--- config.mk ---
export PLATFORM = sky130hd
export DESIGN_NAME = vga_overlay_gen
export DESIGN_NICKNAME = d
export VERILOG_FILES = /design/src/rtl/vga_overlay_gen.sv
export SDC_FILE = /design/constraint.sdc
export NUM_CORES = 1
export LEC_CHECK = 0
export CORE_MARGIN = 2
export CORE_UTILIZATION = 61
export CTS_CLUSTER_DIAMETER = 120
export DETAILED_ROUTE_END_ITERATION = 8
export PLACE_DENSITY = 0.84
export SLEW_MARGIN = 20
export SYNTH_ARGS = -nofsm -noshare
export SYNTH_HDL_FRONTEND = slang
export SYNTH_SLANG_ARGS = --single-unit
export TNS_END_PERCENT = 20
--- constraint.sdc ---
create_clock -name clk24 -period 4.85 [get_ports clk24]
set_input_delay 1.455 -clock clk24 [delete_from_list [all_inputs] [get_ports clk24]]
set_output_delay 1.455 -clock clk24 [all_outputs]
set_load 0.01 [all_outputs]
--- src/rtl/vga_overlay_gen.sv ---
// VGA scan-out with frame-buffer latency compensation, bounding box and
// an N-digit seven-segment overlay drawn on top of the grey camera image.
module vga_overlay_gen #(
  parameter int PIXEL_W    = 4,
  parameter int H_ACTIVE   = 640,
  parameter int H_FP       = 16,
  parameter int H_SYNC     = 96,
  parameter int H_BP       = 48,
  parameter int V_ACTIVE   = 480,
  parameter int V_FP       = 10,
  parameter int V_SYNC     = 2,
  parameter int V_BP       = 33,
  parameter bit HSYNC_ACTIVE = 1'b0,
  parameter bit VSYNC_ACTIVE = 1'b0,
  parameter int MEM_LAT    = 1,
  parameter int IDLE_ADDR  = 1,
  parameter int NUM_DIGITS = 2,
  parameter int SEG_S      = 8,
  parameter int DIG_X0     = 10,
  parameter int DIG_Y0     = 10,
  parameter int BOX_L      = 207,
  parameter int BOX_R      = 433,
  parameter int BOX_T      = 127,
  parameter int BOX_B      = 352,
  parameter logic [11:0] BOX_RGB = 12'h0F0,
  localparam int AW = $clog2(H_ACTIVE * V_ACTIVE)
) (
  input  logic                    clk24,
  input  logic                    rst_n,
  output logic [AW-1:0]           frame_addr,
  input  logic [PIXEL_W-1:0]      frame_pixel,
  input  logic [4*NUM_DIGITS-1:0] digit_data,
  input  logic                    digit_valid,
  input  logic                    overlay_en,
  input  logic                    box_en,
  output logic [3:0]              vga_red,
  output logic [3:0]              vga_green,
  output logic [3:0]              vga_blue,
  output logic                    vga_hsync,
  output logic                    vga_vsync,
  output logic                    frame_start
);

  localparam int HT = H_ACTIVE + H_FP + H_SYNC + H_BP;
  localparam int VT = V_ACTIVE + V_FP + V_SYNC + V_BP;
  localparam int HW = $clog2(HT);
  localparam int VW = $clog2(VT);
  localparam int L  = MEM_LAT - 1;

  logic [HW-1:0] h;
  logic [VW-1:0] v;
  logic [AW-1:0] addr_cnt;
  logic [31:0]   hc, vc;
  logic          active, hs_raw, vs_raw, fs_raw, h_last, v_last;

  assign hc     = 32'(h);
  assign vc     = 32'(v);
  assign h_last = (hc == 32'(HT - 1));
  assign v_last = (vc == 32'(VT - 1));
  assign active = (hc < 32'(H_ACTIVE)) && (vc < 32'(V_ACTIVE));
  assign hs_raw = (hc >= 32'(H_ACTIVE + H_FP)) && (hc < 32'(H_ACTIVE + H_FP + H_SYNC));
  assign vs_raw = (vc >= 32'(V_ACTIVE + V_FP)) && (vc < 32'(V_ACTIVE + V_FP + V_SYNC));
  assign fs_raw = (hc == 32'd0) && (vc == 32'd0);
  assign frame_addr = active ? addr_cnt : AW'(IDLE_ADDR);

  always_ff @(posedge clk24 or negedge rst_n) begin
    if (!rst_n) begin
      h        <= '0;
      v        <= '0;
      addr_cnt <= '0;
    end else begin
      if (h_last) begin
        h <= '0;
        v <= v_last ? '0 : v + 1'b1;
      end else begin
        h <= h + 1'b1;
      end
      // addr_cnt always holds the address of the next active pixel
      if (h_last && v_last)
        addr_cnt <= '0;
      else if (active)
        addr_cnt <= addr_cnt + 1'b1;
    end
  end

  logic [HW-1:0] h_p   [MEM_LAT];
  logic [VW-1:0] v_p   [MEM_LAT];
  logic          act_p [MEM_LAT];
  logic          hs_p  [MEM_LAT];
  logic          vs_p  [MEM_LAT];
  logic          fs_p  [MEM_LAT];

  always_ff @(posedge clk24 or negedge rst_n) begin
    if (!rst_n) begin
      for (int i = 0; i < MEM_LAT; i++) begin
        h_p[i]   <= '0;
        v_p[i]   <= '0;
        act_p[i] <= 1'b0;
        hs_p[i]  <= 1'b0;
        vs_p[i]  <= 1'b0;
        fs_p[i]  <= 1'b0;
      end
    end else begin
      h_p[0]   <= h;
      v_p[0]   <= v;
      act_p[0] <= active;
      hs_p[0]  <= hs_raw;
      vs_p[0]  <= vs_raw;
      fs_p[0]  <= fs_raw;
      for (int i = 1; i < MEM_LAT; i++) begin
        h_p[i]   <= h_p[i-1];
        v_p[i]   <= v_p[i-1];
        act_p[i] <= act_p[i-1];
        hs_p[i]  <= hs_p[i-1];
        vs_p[i]  <= vs_p[i-1];
        fs_p[i]  <= fs_p[i-1];
      end
    end
  end

  logic [4*NUM_DIGITS-1:0] pending, shown;

  // Displayed digits only change at frame start so a frame never tears.
  always_ff @(posedge clk24 or negedge rst_n) begin
    if (!rst_n) begin
      pending <= '1;
      shown   <= '1;
    end else begin
      if (digit_valid)
        pending <= digit_data;
      if (fs_raw)
        shown <= digit_valid ? digit_data : pending;
    end
  end

  // segment order {a,b,c,d,e,f,g}
  function automatic logic [6:0] seg_map(input logic [3:0] code);
    case (code)
      4'd0:    seg_map = 7'b1111110;
      4'd1:    seg_map = 7'b0110000;
      4'd2:    seg_map = 7'b1101101;
      4'd3:    seg_map = 7'b1111001;
      4'd4:    seg_map = 7'b0110011;
      4'd5:    seg_map = 7'b1011011;
      4'd6:    seg_map = 7'b1011111;
      4'd7:    seg_map = 7'b1110000;
      4'd8:    seg_map = 7'b1111111;
      4'd9:    seg_map = 7'b1111011;
      default: seg_map = 7'b0000001;
    endcase
  endfunction

  function automatic logic [11:0] digit_rgb(input logic [3:0] code);
    case (code)
      4'd0:    digit_rgb = 12'hF00;
      4'd1:    digit_rgb = 12'hF80;
      4'd2:    digit_rgb = 12'hFF0;
      4'd3:    digit_rgb = 12'h0F0;
      4'd4:    digit_rgb = 12'h08F;
      4'd5:    digit_rgb = 12'h00F;
      4'd6:    digit_rgb = 12'h808;
      4'd7:    digit_rgb = 12'hFFF;
      4'd8:    digit_rgb = 12'h888;
      4'd9:    digit_rgb = 12'h9B4;
      default: digit_rgb = 12'hF0F;
    endcase
  endfunction

  function automatic logic seg_hit(input logic [6:0] s, input int lx, input int ly);
    seg_hit = (s[6] && ly < SEG_S) ||
              (s[5] && lx >= 4*SEG_S && ly < 5*SEG_S) ||
              (s[4] && lx >= 4*SEG_S && ly >= 4*SEG_S) ||
              (s[3] && ly >= 8*SEG_S) ||
              (s[2] && lx < SEG_S && ly >= 4*SEG_S) ||
              (s[1] && lx < SEG_S && ly < 5*SEG_S) ||
              (s[0] && ly >= 4*SEG_S && ly < 5*SEG_S);
  endfunction

  int          px, py;
  logic        in_cell, box_hit;
  logic [3:0]  code, grey;
  logic [11:0] cell_rgb, rgb_next, rgb;

  assign px = int'(h_p[L]);
  assign py = int'(v_p[L]);

  always_comb begin
    in_cell  = 1'b0;
    cell_rgb = '0;
    code     = '0;
    grey     = '0;
    for (int k = 0; k < NUM_DIGITS; k++) begin
      if (!in_cell && px >= DIG_X0 + 6*SEG_S*k && px < DIG_X0 + 6*SEG_S*k + 5*SEG_S &&
          py >= DIG_Y0 && py < DIG_Y0 + 9*SEG_S) begin
        in_cell  = 1'b1;
        code     = shown[4*k +: 4];
        cell_rgb = seg_hit(seg_map(code), px - (DIG_X0 + 6*SEG_S*k), py - DIG_Y0) ?
                   digit_rgb(code) : 12'h000;
      end
    end
    box_hit = ((px == BOX_L || px == BOX_R) && py >= BOX_T && py <= BOX_B) ||
              ((py == BOX_T || py == BOX_B) && px >= BOX_L && px <= BOX_R);
    // narrow pixels repeat their MSBs into the low grey bits
    for (int i = 0; i < 4; i++)
      grey[3-i] = frame_pixel[PIXEL_W-1 - (i % PIXEL_W)];
    if (!act_p[L])
      rgb_next = 12'h000;
    else if (overlay_en && in_cell)
      rgb_next = cell_rgb;
    else if (box_en && box_hit)
      rgb_next = BOX_RGB;
    else
      rgb_next = {grey, grey, grey};
  end

  always_ff @(posedge clk24 or negedge rst_n) begin
    if (!rst_n) begin
      rgb         <= '0;
      vga_hsync   <= ~HSYNC_ACTIVE;
      vga_vsync   <= ~VSYNC_ACTIVE;
      frame_start <= 1'b0;
    end else begin
      rgb         <= rgb_next;
      vga_hsync   <= hs_p[L] ? HSYNC_ACTIVE : ~HSYNC_ACTIVE;
      vga_vsync   <= vs_p[L] ? VSYNC_ACTIVE : ~VSYNC_ACTIVE;
      frame_start <= fs_p[L];
    end
  end

  assign vga_red   = rgb[11:8];
  assign vga_green = rgb[7:4];
  assign vga_blue  = rgb[3:0];

endmodule

==> results.cfg <==
[grt]
overflow = 0
grt_use_total = 0.258
antenna_found_initial = 0
grt_max_degree = 81
grt_pass1_wl_um = 18800
grt_pass1_vias = 3958

[routing]
drtIter0Drc = 308
vias_per_cell = 6.03
wire_per_inst_um = 16.3
wl_um = 11300
route.detailed.drc = 0
ant_nets = 0
num_vias = 4194
first_pass_iters = 5

[placed_design]
gp_congestion = 0.989
io_buffers = 50
place_area_um2 = 5760
place_inst = 679
dp_hpwl_um = 7940

[clock_network]
tritoncts = built
ctsRootBufferMaster = clkbuf_8
cts_resized = 0
postCtsHoldBufs = 0
clock_path_buffers = 2
clock_sinks = 94
path_clk_slew_ns = 0.09
htreeDepth = 3
cts-buffers-inserted = 9
clk_latency_ns = 0.36
cts_setup_buffers = 0

[timing]
max_freq_ghz = 0.272
hold_viol = 0
post-route-period-util = 0.757
worstMarginPinSlew_ns = 0.981
fin_crit_ns = 3.67
maxSlewViolCount = 0
slew_headroom = 0.346
rsz0062_at_grt = false
setup_viol = 0
hold_ws_ns = 0.361
fin_tns_setup_ns = 0
clock_skew_ns = 0.00871

[pwr]
power_mw = 1.50
p_per_area_nw_per_um2 = 252
leakage_nw = 2.53
ir_worst_vdd_mv = 0.113

[synth]
synth_area_um2 = 5210
avgSynthCellArea_um2 = 9.54
syn_inst = 546
async_flop_share = 1.00
synth_cell_types = 65
ys_seq_area_frac = 0.456
yosysWarningCount = 0
synth-edff-count = 0
yosys_register_bits = 94
ys.flop_type = dfrtp_1
syn_nets = 582

[critical_path]
cp-start-kind = register
arrival_ns = 2.22
path_class = reg -> out
crit_required_ns = 3.39
cp-end-kind = output port
crit_fanout = 21

[floorplan]
ios = 51
die_h_um = 96.4
design.core.area_um2 = 8260
die_x_um = 96.4
num_rows = 33
initial_utilization = 0.631
die-area_um2 = 9300

[flow_run]
maxCapViolCount = 0

[min_path]
hp-class = reg -> reg

[layout]
drive_gt1_frac = 0.119
layout.cells.non_filler = 695
areaGrowthSynthToFinish_pct = 14.4
num-nets-final = 621
fillers = 590
final_area_um2 = 5960
antenna_cells = 0

[run_status]
outcome = complete, no violations
-- worst paths after layout --
check,startpoint,endpoint,slack [ns],cells past startpoint
max in group asynchronous,rst_n,vga_vsync,2.76,2
min reg2reg,hs_p,vga_hsync,0.36,1
max reg2reg,shown[5],rgb[9],2.20,9
max,h[7],frame_addr[18],1.18,5
min,hs_p,vga_hsync,0.36,1
min in group asynchronous,rst_n,rgb[3],1.25,1
-- cells in the mapped netlist (10+ instances only) --
master	instances	share of area
dfrtp_1	76	0.36
nor2_1	52	0.037
nand2_1	47	0.034
o21ai_0	37	0.036
a21oi_1	29	0.028
and2_1	20	0.024
clkbuf_1	20	0.014
inv_1	20	0.014
ha_1	19	0.046
dfstp_2	18	0.091
mux2_2	12	0.026
nand3_1	12	0.012
nand4_1	12	0.014
nor3_1	12	0.012
xnor2_1	12	0.020
xor2_1	12	0.020
nand2b_1	11	0.013
nor2b_1	11	0.013
nor4_1	10	0.012
or3_1	10	0.012
-- stage by stage --
| stage | utilization | setup slack, ns |
|---|---|---|
| 6_report | 0.722 | 1.18 |
| 5_1_grt | 0.722 | 1.00 |
| 4_1_cts | 0.722 | 1.15 |
| 3_5_place_dp | 0.698 | 1.32 |
| 3_3_place_gp | 0.698 | 1.34 |
| 2_1_floorplan | - | 1.91 |
-- registers in the layout (all words and copies together) (netlist names) --
signal	flops
pending	8
frame_start	1
vga_hsync	1
vga_vsync	1
fs_p	1
hs_p	1
v	10
h_p	10
act_p	1
addr_cnt	19
h	10
v_p	10
shown	8
vs_p	1
rgb	12
-- worst max-delay path, cell delays in order (launching register included) --
cell and delay [ns]:
dfrtp_1 0.50, o21a_1 0.30, nor3_2 0.11, buf_4 0.24, and2_1 0.16, clkdlybuf4s50_1 0.54
-- where the power goes --
part	internal [mW]	total [mW]	switching [mW]	leakage [nW]
Clock	0.243	0.528	0.285	0.0984
Sequential	0.809	0.832	0.0223	1.18
Combinational	0.0665	0.145	0.0781	1.25
-- per-layer routing --
layer	track usage	vias to the layer above	wire length, µm
met2	0.433	150	5510
met4	0.0986	0	236
li1	-	2002	-
met3	0.0403	27	594
met1	0.339	2015	4980
met5	0	-	0
-- area by class of cell --
cell class	count	area, µm²	share of cell area
Multi-Input combinational cell	406	2650	0.445
Sequential cell	94	2370	0.398
Timing Repair Buffer	54	528	0.0886
Tap cell	105	131	0.0220
Clock buffer	10	128	0.0214
Inverter	20	75.1	0.0126
Clock inverter	6	71.3	0.0120
-- cells by family (layout without fill, tap and decap cells) --
family                   after synthesis  in the layout  share of synthesized area
AO/OA/AOI/OAI                        120            120                      0.153
XOR/XNOR                              24             24                     0.0403
multiplexers                          18             18                     0.0375
AND/OR/NAND/NOR                      225            225                      0.231
adder cells (fa/ha/maj)               19             19                     0.0456
flip-flops                            94             94                      0.456
buffers and inverters                 46             90                     0.0363
-- cells in the final DEF, fill, tap and decap left out, types with 8 or more instances in the layout --
| master | count |
|---|---|
| and2_1 | 20 |
| dfstp_2 | 18 |
| o21ai_0 | 37 |
| a21oi_1 | 29 |
| nand4_1 | 12 |
| nand2_1 | 47 |
| nor2_1 | 52 |
| clkdlybuf4s50_1 | 49 |
| nand2b_1 | 11 |
| ha_1 | 19 |
| xnor2_1 | 12 |
| mux2_2 | 12 |
| inv_1 | 20 |
| xor2_1 | 12 |
| nor3_1 | 11 |
| nor4_1 | 10 |
| clkbuf_8 | 9 |
| or3_1 | 10 |
| a31oi_1 | 8 |
| nor2b_1 | 11 |
| o22ai_1 | 9 |
| nand3_1 | 12 |
| dfrtp_1 | 76 |
(Power assumes the default switching activity.)
